## src/rtl/mem_arbiter.sv

```systemverilog
// Single-port memory arbiter between instruction fetch and data access.
// Alternating grant under contention; an access that never completes is aborted after TIMEOUT cycles.
module mem_arbiter #(
  parameter int ADDR_W  = 32,
  parameter int DATA_W  = 32,
  parameter int TIMEOUT = 255
) (
  input  logic              CLK,
  input  logic              nRST,
  input  logic              iREN,
  input  logic [ADDR_W-1:0] iaddr,
  output logic [DATA_W-1:0] iload,
  output logic              ihit,
  input  logic              dREN,
  input  logic              dWEN,
  input  logic [ADDR_W-1:0] daddr,
  input  logic [DATA_W-1:0] dstore,
  output logic [DATA_W-1:0] dload,
  output logic              dhit,
  output logic              ramREN,
  output logic              ramWEN,
  output logic [ADDR_W-1:0] ramaddr,
  output logic [DATA_W-1:0] ramstore,
  input  logic [DATA_W-1:0] ramload,
  input  logic              ramready,
  output logic              memerr
);

  // state | meaning
  // IDLE  | evaluate grant
  // IACC  | instruction access on the RAM port
  // IRESP | ihit pulse
  // DACC  | data access on the RAM port
  // DRESP | dhit pulse
  typedef enum logic [2:0] {IDLE, IACC, IRESP, DACC, DRESP} state_t;

  localparam logic [7:0] CNT_LAST = 8'(TIMEOUT - 1);

  state_t              state_q, state_d;
  logic                last_d_q, last_d_d;
  logic [7:0]          cnt_q, cnt_d;
  logic [ADDR_W-1:0]   addr_q, addr_d;
  logic [DATA_W-1:0]   store_q, store_d;
  logic                wr_q, wr_d;
  logic [DATA_W-1:0]   rdata_q, rdata_d;
  logic                err_q, err_d;
  logic                d_pend, grant_d, grant_i, in_acc, in_dacc;

  always_ff @(posedge CLK or negedge nRST) begin
    if (!nRST) begin
      state_q  <= IDLE;
      last_d_q <= 1'b0;
      cnt_q    <= '0;
      addr_q   <= '0;
      store_q  <= '0;
      wr_q     <= 1'b0;
      rdata_q  <= '0;
      err_q    <= 1'b0;
    end else begin
      state_q  <= state_d;
      last_d_q <= last_d_d;
      cnt_q    <= cnt_d;
      addr_q   <= addr_d;
      store_q  <= store_d;
      wr_q     <= wr_d;
      rdata_q  <= rdata_d;
      err_q    <= err_d;
    end
  end

  // Under contention the side that did not win last time gets the port.
  assign d_pend  = dREN | dWEN;
  assign grant_d = d_pend & (~iREN | ~last_d_q);
  assign grant_i = iREN & (~d_pend | last_d_q);

  always_comb begin
    state_d  = state_q;
    last_d_d = last_d_q;
    cnt_d    = cnt_q;
    addr_d   = addr_q;
    store_d  = store_q;
    wr_d     = wr_q;
    rdata_d  = rdata_q;
    err_d    = err_q;
    unique case (state_q)
      IDLE: begin
        if (grant_d) begin
          state_d  = DACC;
          addr_d   = daddr;
          store_d  = dstore;
          wr_d     = dWEN;
          last_d_d = 1'b1;
          cnt_d    = '0;
          err_d    = 1'b0;
        end else if (grant_i) begin
          state_d  = IACC;
          addr_d   = iaddr;
          store_d  = '0;
          wr_d     = 1'b0;
          last_d_d = 1'b0;
          cnt_d    = '0;
          err_d    = 1'b0;
        end
      end
      IACC, DACC: begin
        cnt_d = cnt_q + 8'd1;
        if (ramready) begin
          rdata_d = wr_q ? '0 : ramload;
          err_d   = 1'b0;
          state_d = (state_q == IACC) ? IRESP : DRESP;
        end else if (cnt_q == CNT_LAST) begin
          rdata_d = '0;
          err_d   = 1'b1;
          state_d = (state_q == IACC) ? IRESP : DRESP;
        end
      end
      IRESP, DRESP: state_d = IDLE;
      default:      state_d = IDLE;
    endcase
  end

  // Outputs decode straight from state so an async reset drops the strobes at once.
  assign in_acc   = (state_q == IACC) | (state_q == DACC);
  assign in_dacc  = (state_q == DACC);
  assign ramREN   = in_acc & ~(in_dacc & wr_q);
  assign ramWEN   = in_dacc & wr_q;
  assign ramaddr  = in_acc ? addr_q : '0;
  assign ramstore = (in_dacc & wr_q) ? store_q : '0;
  assign ihit     = (state_q == IRESP);
  assign dhit     = (state_q == DRESP);
  assign iload    = ihit ? rdata_q : '0;
  assign dload    = dhit ? rdata_q : '0;
  assign memerr   = (ihit | dhit) & err_q;

endmodule
```

## config.mk

```make
export PLATFORM = sky130hd
export DESIGN_NAME = mem_arbiter
export DESIGN_NICKNAME = d
export VERILOG_FILES = /design/src/rtl/mem_arbiter.sv
export SDC_FILE = /design/constraint.sdc
export NUM_CORES = 1
export LEC_CHECK = 0
export CAP_MARGIN = 20
export CORE_MARGIN = 2
export CORE_UTILIZATION = 37
export CTS_CLUSTER_SIZE = 28
export DETAILED_ROUTE_END_ITERATION = 7
export PLACE_DENSITY_LB_ADDON = 0.08
export SLEW_MARGIN = 20
export SYNTH_ARGS = -nofsm -noshare
export SYNTH_HDL_FRONTEND = slang
export SYNTH_SLANG_ARGS = --single-unit
export TNS_END_PERCENT = 5
```

## constraint.sdc

```tcl
create_clock -name CLK -period 2.05 [get_ports CLK]
set_input_delay 0.615 -clock CLK [delete_from_list [all_inputs] [get_ports CLK]]
set_output_delay 0.615 -clock CLK [all_outputs]
set_load 0.005 [all_outputs]
```

### Word-level counts from Yosys, hierarchy flattened

Cells that the tools add are included.
W data, S select, Z words.

* word-level logic and storage cells: 67
* bits of input ports: 134
* output and inout bits: 133
* bits in registers: 110

* equal/unequal tests: 7
* multiplexer cells: 27
* bitwise operators: 14
* reduce and logical (&&, ||, !) cells: 10
* $add $sub $neg: 1

Operator list (number)
* $mux W32: 11
* $mux W8: 2
* $pmux W8 S2: 1
* $mux W3: 5
* $add A8 B1 Y8 const B: 1
* $eq A8 B8 Y1 const B: 1
* $reduce_and A2 Y1: 4
* $eq A3 B2 Y1 const B: 2
* $mux W1: 6
* $ne A3 B3 Y1 const B: 2
* $pmux W3 S2: 1
* $reduce_bool A2 Y1: 3
* $and A1 B1 Y1: 5
* $or A1 B1 Y1: 5
* $not A1 Y1: 4
* $eq A3 B1 Y1 const B: 1
* $eq A3 B3 Y1 const B: 1
* $logic_not A3 Y1: 1
* $reduce_and A3 Y1: 1
* $pmux W1 S2: 1
* $reduce_or A2 Y1: 1

### Longest topological paths before layout

Gate-level depths: netlist of run 1.

* depth in word-level cells: 7
* mapped depth: 8
* mapped depth without buffers: 6

### Worst setup path before layout of run 1

OpenSTA, ideal clock, no wires.

* kind: flip-flop to output port
* from: reg state_q[0]
* to: out ramstore[23]
* data required time: 1.435 ns
* path buffers: 3
* setup slack: -0.020 ns
* stages on the path, launching flop included: 7
* arrival time: 1.455 ns
* cell sequence: dfrtp_1 > nor2b_1 > buf_2 > and3_1 > clkbuf_1 > clkbuf_1 > and2_1

* cells in the longest elaborated chain, start to end: 3

RTL lines
* start: declaration: line 39 `state_t state_q, state_d;`
* start signal: assignment: line 60 `state_q <= state_d;`
* $eq A3 B2 Y1: line 124 `assign in_dacc = (state_q == DACC);`
* $and A1 B1 Y1
* net ramWEN: line 21 `output logic ramWEN,`
* $mux W32: line 128 `assign ramstore = (in_dacc & wr_q) ? store_q : '0;`
* end: declaration: line 23 `output logic [DATA_W-1:0] ramstore,`

The timed path passes the listed nets, and every way through them passes these cells.

### Worst setup path after layout of run 1

* from: reg state_q[2]
* to: out iload[9]

* cells in the longest elaborated chain, start to end: 2

RTL lines
* $eq A3 B2 Y1: line 129 `assign ihit = (state_q == IRESP);`
* $mux W32: line 131 `assign iload = ihit ? rdata_q : '0;`
* end: declaration: line 12 `output logic [DATA_W-1:0] iload,`

No other way between the ends.

==> flow_summary_export.csv, run 1 <==
group,metric,value,unit
drt,first_pass_iters,4,
sta,final.setup_skew,7.04,ps
clock_tree,clockBufferDepth,2,
synthesis,syn_inst,570,
finish,register_area,2750,um2
pwr,peakVddDrop,584,uV
worst_setup_path,worstPathArrival,1750,ps
drt,vias,5260,
placed_design,place_ws,-246,ps
synthesis,syn_area,5300,um2
die,die_x,124,um
sta,fmax,0.423,GHz
worst_setup_path,crit_top_cell,"buf_6",
drt,vias_per_cell,5.03,
drt,routedWlPerCell,17.1,um
worst_setup_path,path_max_fanout,6,
grt,grt_max_degree,48,
status,status,"finished with violations",
synthesis,synth_area_leaders,"dfrtp_1, and2_1, a22o_1, nand2_1, a31oi_1",
sta,hold_viol_final,0,
worst_setup_path,path_class,"flip-flop to primary output",
pwr,switching_share,34.6,%
clock_tree,cts_made_buffers,9,
finish,fillerInstances,1143,
status,violations,"negative setup slack",
clock_tree,cts_tree,"built",
finish,area_delta_synth_final,69.0,%
sta,relSlewSlack,64.8,%
clock_tree,clock-sinks,110,
hold_path,hp-class,"primary input to asynchronous set/reset pin",
clock_tree,clock_latency,360,ps
clock_tree,cts_root_buffer,"clkbuf_16",
synthesis,ys_seq_area_share,51.9,%
pwr,intPower,7.19,mW
placed_design,routabilityCongestion,0.784,
worst_setup_path,slowest_delay,440,ps
grt,grt_pass1_wl,27.2,mm
synthesis,synth_warnings,0,
finish,fin_area,8960,um2
finish,multiInputGateArea,2500,um2
synthesis,synth_top_area_share,51.9,%
drt,finalWirelength,17.9,mm
pwr,powerDensity,1230,nW/um2
finish,diodes,0,
worst_setup_path,worstSetupStartpointType,"flip-flop",
grt,grt_overflow,0,
finish,final_nets,996,
worst_setup_path,end_kind,"primary output",
synthesis,ys.flop_type,"dfrtp_1",
worst_setup_path,cpMaxStageDelayCell,"dfrtp_2",
finish,final_layout_size_suffix_gt1_share,28.7,%
grt,track_usage,23.5,%
worst_setup_path,cp.required,1430,ps
pwr,p_clk_share,17.3,%
sta,min_period_over_period,115,%
synthesis,synth.most_common_cell,"and2_1",
die,ios,267,
synthesis,syn-num-nets,706,
sta,grt_setup_unrepaired,"yes",
die,dieHeight,124,um
sta,setup-violations-final,131,
synthesis,async_flop_share,100,%
pwr,p_sw,3.81,mW
pwr,power,11.0,mW
synthesis,synthTopCellsByCount,"and2_1, dfrtp_1, nand2_1",
sta,finalSetupTns,-25730,ps
drt,dr.first_iter.drc_count,286,
pwr,seqPwrFrac,33.5,%
die,dieArea,15300,um2
worst_setup_path,path_buf_inv,5,
drt,route.detailed.drc,0,
synthesis,synth.avg_cell_area,9.30,um2
pwr,p_leak,4.24,nW
grt,antenna_found_initial,0,
synthesis,synth_edf_count,0,
placed_design,place_area,8430,um2
die,initial_core_util,38.0,%
drt,postRouteAntennaNets,0,
sta,drv_slew,0,
clock_tree,htree_num_levels,3,
synthesis,yosysUniqueCellTypes,33,
synthesis,synth_area_leader_cell,"dfrtp_1",
placed_design,hpwl,12.3,mm
die,rows,43,
synthesis,ys_seq_elements,110,
clock_tree,clkSlewWorstSetupHoldPaths,70,ps
placed_design,port_buffers,266,
sta,finalWorstSetupSlack,-316,ps
die,core_area,13900,um2
grt,grt_pass1_vias,5328,
worst_setup_path,path_cells,"buf_6 > nor3b_4 > buf_6 > buf_16 > buf_8 > and2_4 > buf_6",
sta,tightest_slew,528,ps
job,maxCapViolations,0,
worst_setup_path,critical_path.top_delay_family,"buffers and inverters",
pwr,combinationalPowerShare,49.3,%
sta,min_period,2370,ps
[cell families (layout without fill, tap and decap cells)]
family          Yosys count  in the layout  share of synthesized area, %
compound gates          103            103                          14.6
xor+xnor                  1              1                         0.165
fa+ha+maj                 2              2                         0.472
buf+inv                  47            342                          3.59
flops                   110            110                          51.9
simple gates            307            307                          29.2
[final timing paths]
kind / slack [ps] / startpoint / cells after the start / end
worst min-delay path: 220 / nRST / 1 / store_q[11]
worst min register to register: 460 / store_q[30] / 2 / store_q[30]
worst max-delay path: -320 / state_q[2] / 7 / iload[9]
worst max register to register: 170 / state_q[0] / 7 / addr_q[11]
min in group CLK: 460 / store_q[30] / 2 / store_q[30]
max in group asynchronous: 1210 / nRST / 2 / store_q[26]
[power groups by stage]
stage / logic, mW / registers (mW) / clock network, mW
floorplan: 2.50 / 3.47 / 0
global placement: 4.78 / 3.62 / 0
detailed placement: 4.88 / 3.66 / 0
CTS: 5.29 / 3.65 / 1.95
global route: 5.92 / 3.80 / 2.02
finish: 5.42 / 3.68 / 1.90
[sequential cells by signal (all words and copies together), names as in the netlist]
register,cells
last_d_q,1
err_q,1
wr_q,1
cnt_q,8
state_q,3
addr_q,32
rdata_q,32
store_q,32
[layout by cell type (no fill, tap or decap), drive strengths merged, types with 2 or more instances in the layout]
master           n
inv              2
a31oi           32
nand2          102
ha               2
o31ai            3
or4              3
nand3           19
buf            158
clkdlybuf4s50  132
o21ai            4
a21oi            6
clkdlybuf4s15   25
nor3b            3
nor2            39
a22o            50
nor3             3
and2           129
clkbuf          22
dfrtp          110
bufinv           2
and3             2
or3              3
[final cells by class]
| type | count | area share [%] |
|---|---|---|
| Timing Repair Buffer | 324 | 35.1 |
| Sequential cell | 110 | 30.7 |
| Multi-Input combinational cell | 413 | 28.0 |
| Clock buffer | 13 | 2.79 |
| Tap cell | 180 | 2.51 |
| Clock inverter | 3 | 0.754 |
| Inverter | 2 | 0.0838 |
[through the flow]
stage               std cells  util (%)  hold WS [ps]
global route             1045      64.3           258
finish                   1045      64.3           220
detailed placement       1006      60.5           447
global placement         1006      60.5           444
CTS                      1044      63.5           242
floorplan                 570         -           319
[metal layers]
layer	wire, um	vias up	GRT usage (%)
li1	-	2500	-
met1	6890	2546	27.4
met2	9280	189	41.1
met3	1260	25	5.54
met4	475	0	10.2
met5	0	-	0
[repair_timing]
item / CTS / global route
pin swaps: 37 / 13
hold endpoints to repair: 0 / 0
gates resized for setup: 531 / 64
hold buffers: 0 / 0
endpoints found under the setup margin: 133 / 134
buffers inserted: 15 / 2
gates cloned: 7 / 0
Note: power is estimated with default switching activity, not from simulation.
==> inputs of run 2 (changes only) <==
Settings changed: CORE_ASPECT_RATIO from default to 0.8.
==> flow_summary_export.csv, run 2 (synthesis results as in run 1) <==
group,metric,value,unit
drt,vias,5168,
placed_design,dp_cells,1003,
sta,hold_viol_final,0,
finish,final_cells,1044,
sta,drv_slew,0,
die,ios,267,
die,dieHeight,111,um
die,die_x,138,um
finish,final_nets,992,
sta,grt_setup_unrepaired,"yes",
clock_tree,clockBufferDepth,2,
clock_tree,htree_num_levels,3,
finish,diodes,0,
sta,final.setup_skew,8.42,ps
die,core_area,14200,um2
sta,finalWorstSetupSlack,-424,ps
drt,route.detailed.drc,0,
placed_design,hpwl,11.4,mm
clock_tree,clock_latency,350,ps
status,violations,"negative setup slack",
drt,postRouteAntennaNets,0,
pwr,p_leak,4.13,nW
die,dieArea,15300,um2
finish,top_regs,"addr_q: 32 flops, rdata_q: 32 flops, store_q: 32 flops",
finish,final_layout_size_suffix_gt1_share,24.9,%
pwr,peakVddDrop,566,uV
sta,relSlewSlack,60.1,%
clock_tree,cts_tree,"built",
worst_setup_path,cp.required,1430,ps
finish,fillerInstances,1219,
placed_design,place_area,8420,um2
grt,grt_max_degree,111,
finish,mostFrequentLayoutCells,"clkdlybuf4s50_1, and2_1, dfrtp_1",
drt,dr.first_iter.drc_count,291,
pwr,powerDensity,1210,nW/um2
job,maxCapViolations,0,
hold_path,hp-class,"primary input to asynchronous set/reset pin",
grt,track_usage,21.5,%
grt,grt_overflow,0,
clock_tree,clkSlewWorstSetupHoldPaths,70,ps
drt,finalWirelength,17.5,mm
finish,area_delta_synth_final,64.6,%
finish,layout_commonest_cell,"clkdlybuf4s50_1",
drt,first_pass_iters,5,
sta,min_period,2470,ps
die,rows,39,
sta,fmax,0.404,GHz
worst_setup_path,r2r.worst_path.cells,7,
status,status,"finished with violations",
clock_tree,cts_made_buffers,9,
die,initial_core_util,37.4,%
sta,tightest_slew,599,ps
drt,routedWlPerCell,16.8,um
sta,setup-violations-final,133,
worst_setup_path,worstPathArrival,1860,ps
grt,antenna_found_initial,0,
finish,fin_area,8720,um2
worst_setup_path,path_class,"flip-flop to primary output",
worst_setup_path,path_max_fanout,7,
sta,min_period_over_period,121,%
placed_design,port_buffers,266,
clock_tree,cts_root_buffer,"clkbuf_16",
grt,grt_pass1_wl,25.9,mm
clock_tree,clock-sinks,110,
grt,grt_pass1_vias,5117,
drt,vias_per_cell,4.95,
worst_setup_path,end_kind,"primary output",
placed_design,routabilityCongestion,0.775,
worst_setup_path,worstSetupStartpointType,"flip-flop",
[run 2: cell count changes in the layout (fill, tap and decap cells not counted), moves of 2 or more]
cell             change
and2_1              +14
and2_4              -14
buf_16               -6
buf_2               -24
buf_6               -19
buf_8                -3
clkbuf_1             -2
clkbuf_16            +4
clkbuf_2            +32
clkdlybuf4s15_1     +11
clkdlybuf4s15_2      -4
clkinv_2             +2
dlygate4sd2_1        +3
[run 2: critical path, cell delays in order (launching register included)]
cell	delay, ps
dfrtp_1	400
buf_6	130
buf_6	110
nor3b_4	300
buf_12	170
buf_6	100
buf_6	90
and2_4	130
buf_6	80
[run 2: through the flow]
step | setup slack [ps] | setup TNS (ps) | hold WS (ps) | power (mW) | utilization, %
global route | -502 | -49930 | 377 | 11.3 | 61.6
floorplan | 24.4 | 0 | 319 | 5.97 | -
CTS | -583 | -45060 | 362 | 10.2 | 61.7
detailed placement | -277 | -27670 | 449 | 8.59 | 59.5
global placement | -194 | -19010 | 447 | 8.48 | 59.5
finish | -424 | -39730 | 332 | 10.6 | 61.6
[run 2: report_power, final]
part | switching (mW) | internal [mW]
sequential | 0.570 | 3.09
combinational | 2.41 | 2.74
clock | 0.788 | 0.972
[run 2: cell type report]
type,count,area [um2],area share [%]
timing repair buffer,320,2980,34.2
sequential,110,2750,31.6
multi-input combinational,413,2460,28.2
clock buffer,11,243,2.78
tap,184,230,2.64
clock inverter,4,47.5,0.545
inverter,2,7.51,0.0861
[run 2: path summary, 6_finish.rpt]
path,from,endpoint,slack (ps)
worst max register to register,state_q[0],addr_q[12],190
min in group CLK,store_q[21],store_q[21],460
worst min-delay path,nRST,store_q[6],330
max in group asynchronous,nRST,rdata_q[20],1270
worst min register to register,store_q[21],store_q[21],460
worst max-delay path,state_q[0],iload[15],-420
[run 2: routing by layer]
metal,vias up,GRT usage (%),routed length (um)
li1,2495,-,-
met1,2491,26.5,7360
met2,168,36.5,8610
met3,14,7.41,1380
met4,0,4.69,187
met5,-,0,0
[run 2: repair_timing]
item / CTS / global route
resized for setup: 255 / 191
hold buffers: 0 / 0
buffers inserted: 6 / 14
setup endpoints to repair: 133 / 133
gates cloned: 1 / 6
pin swaps: 3 / 5
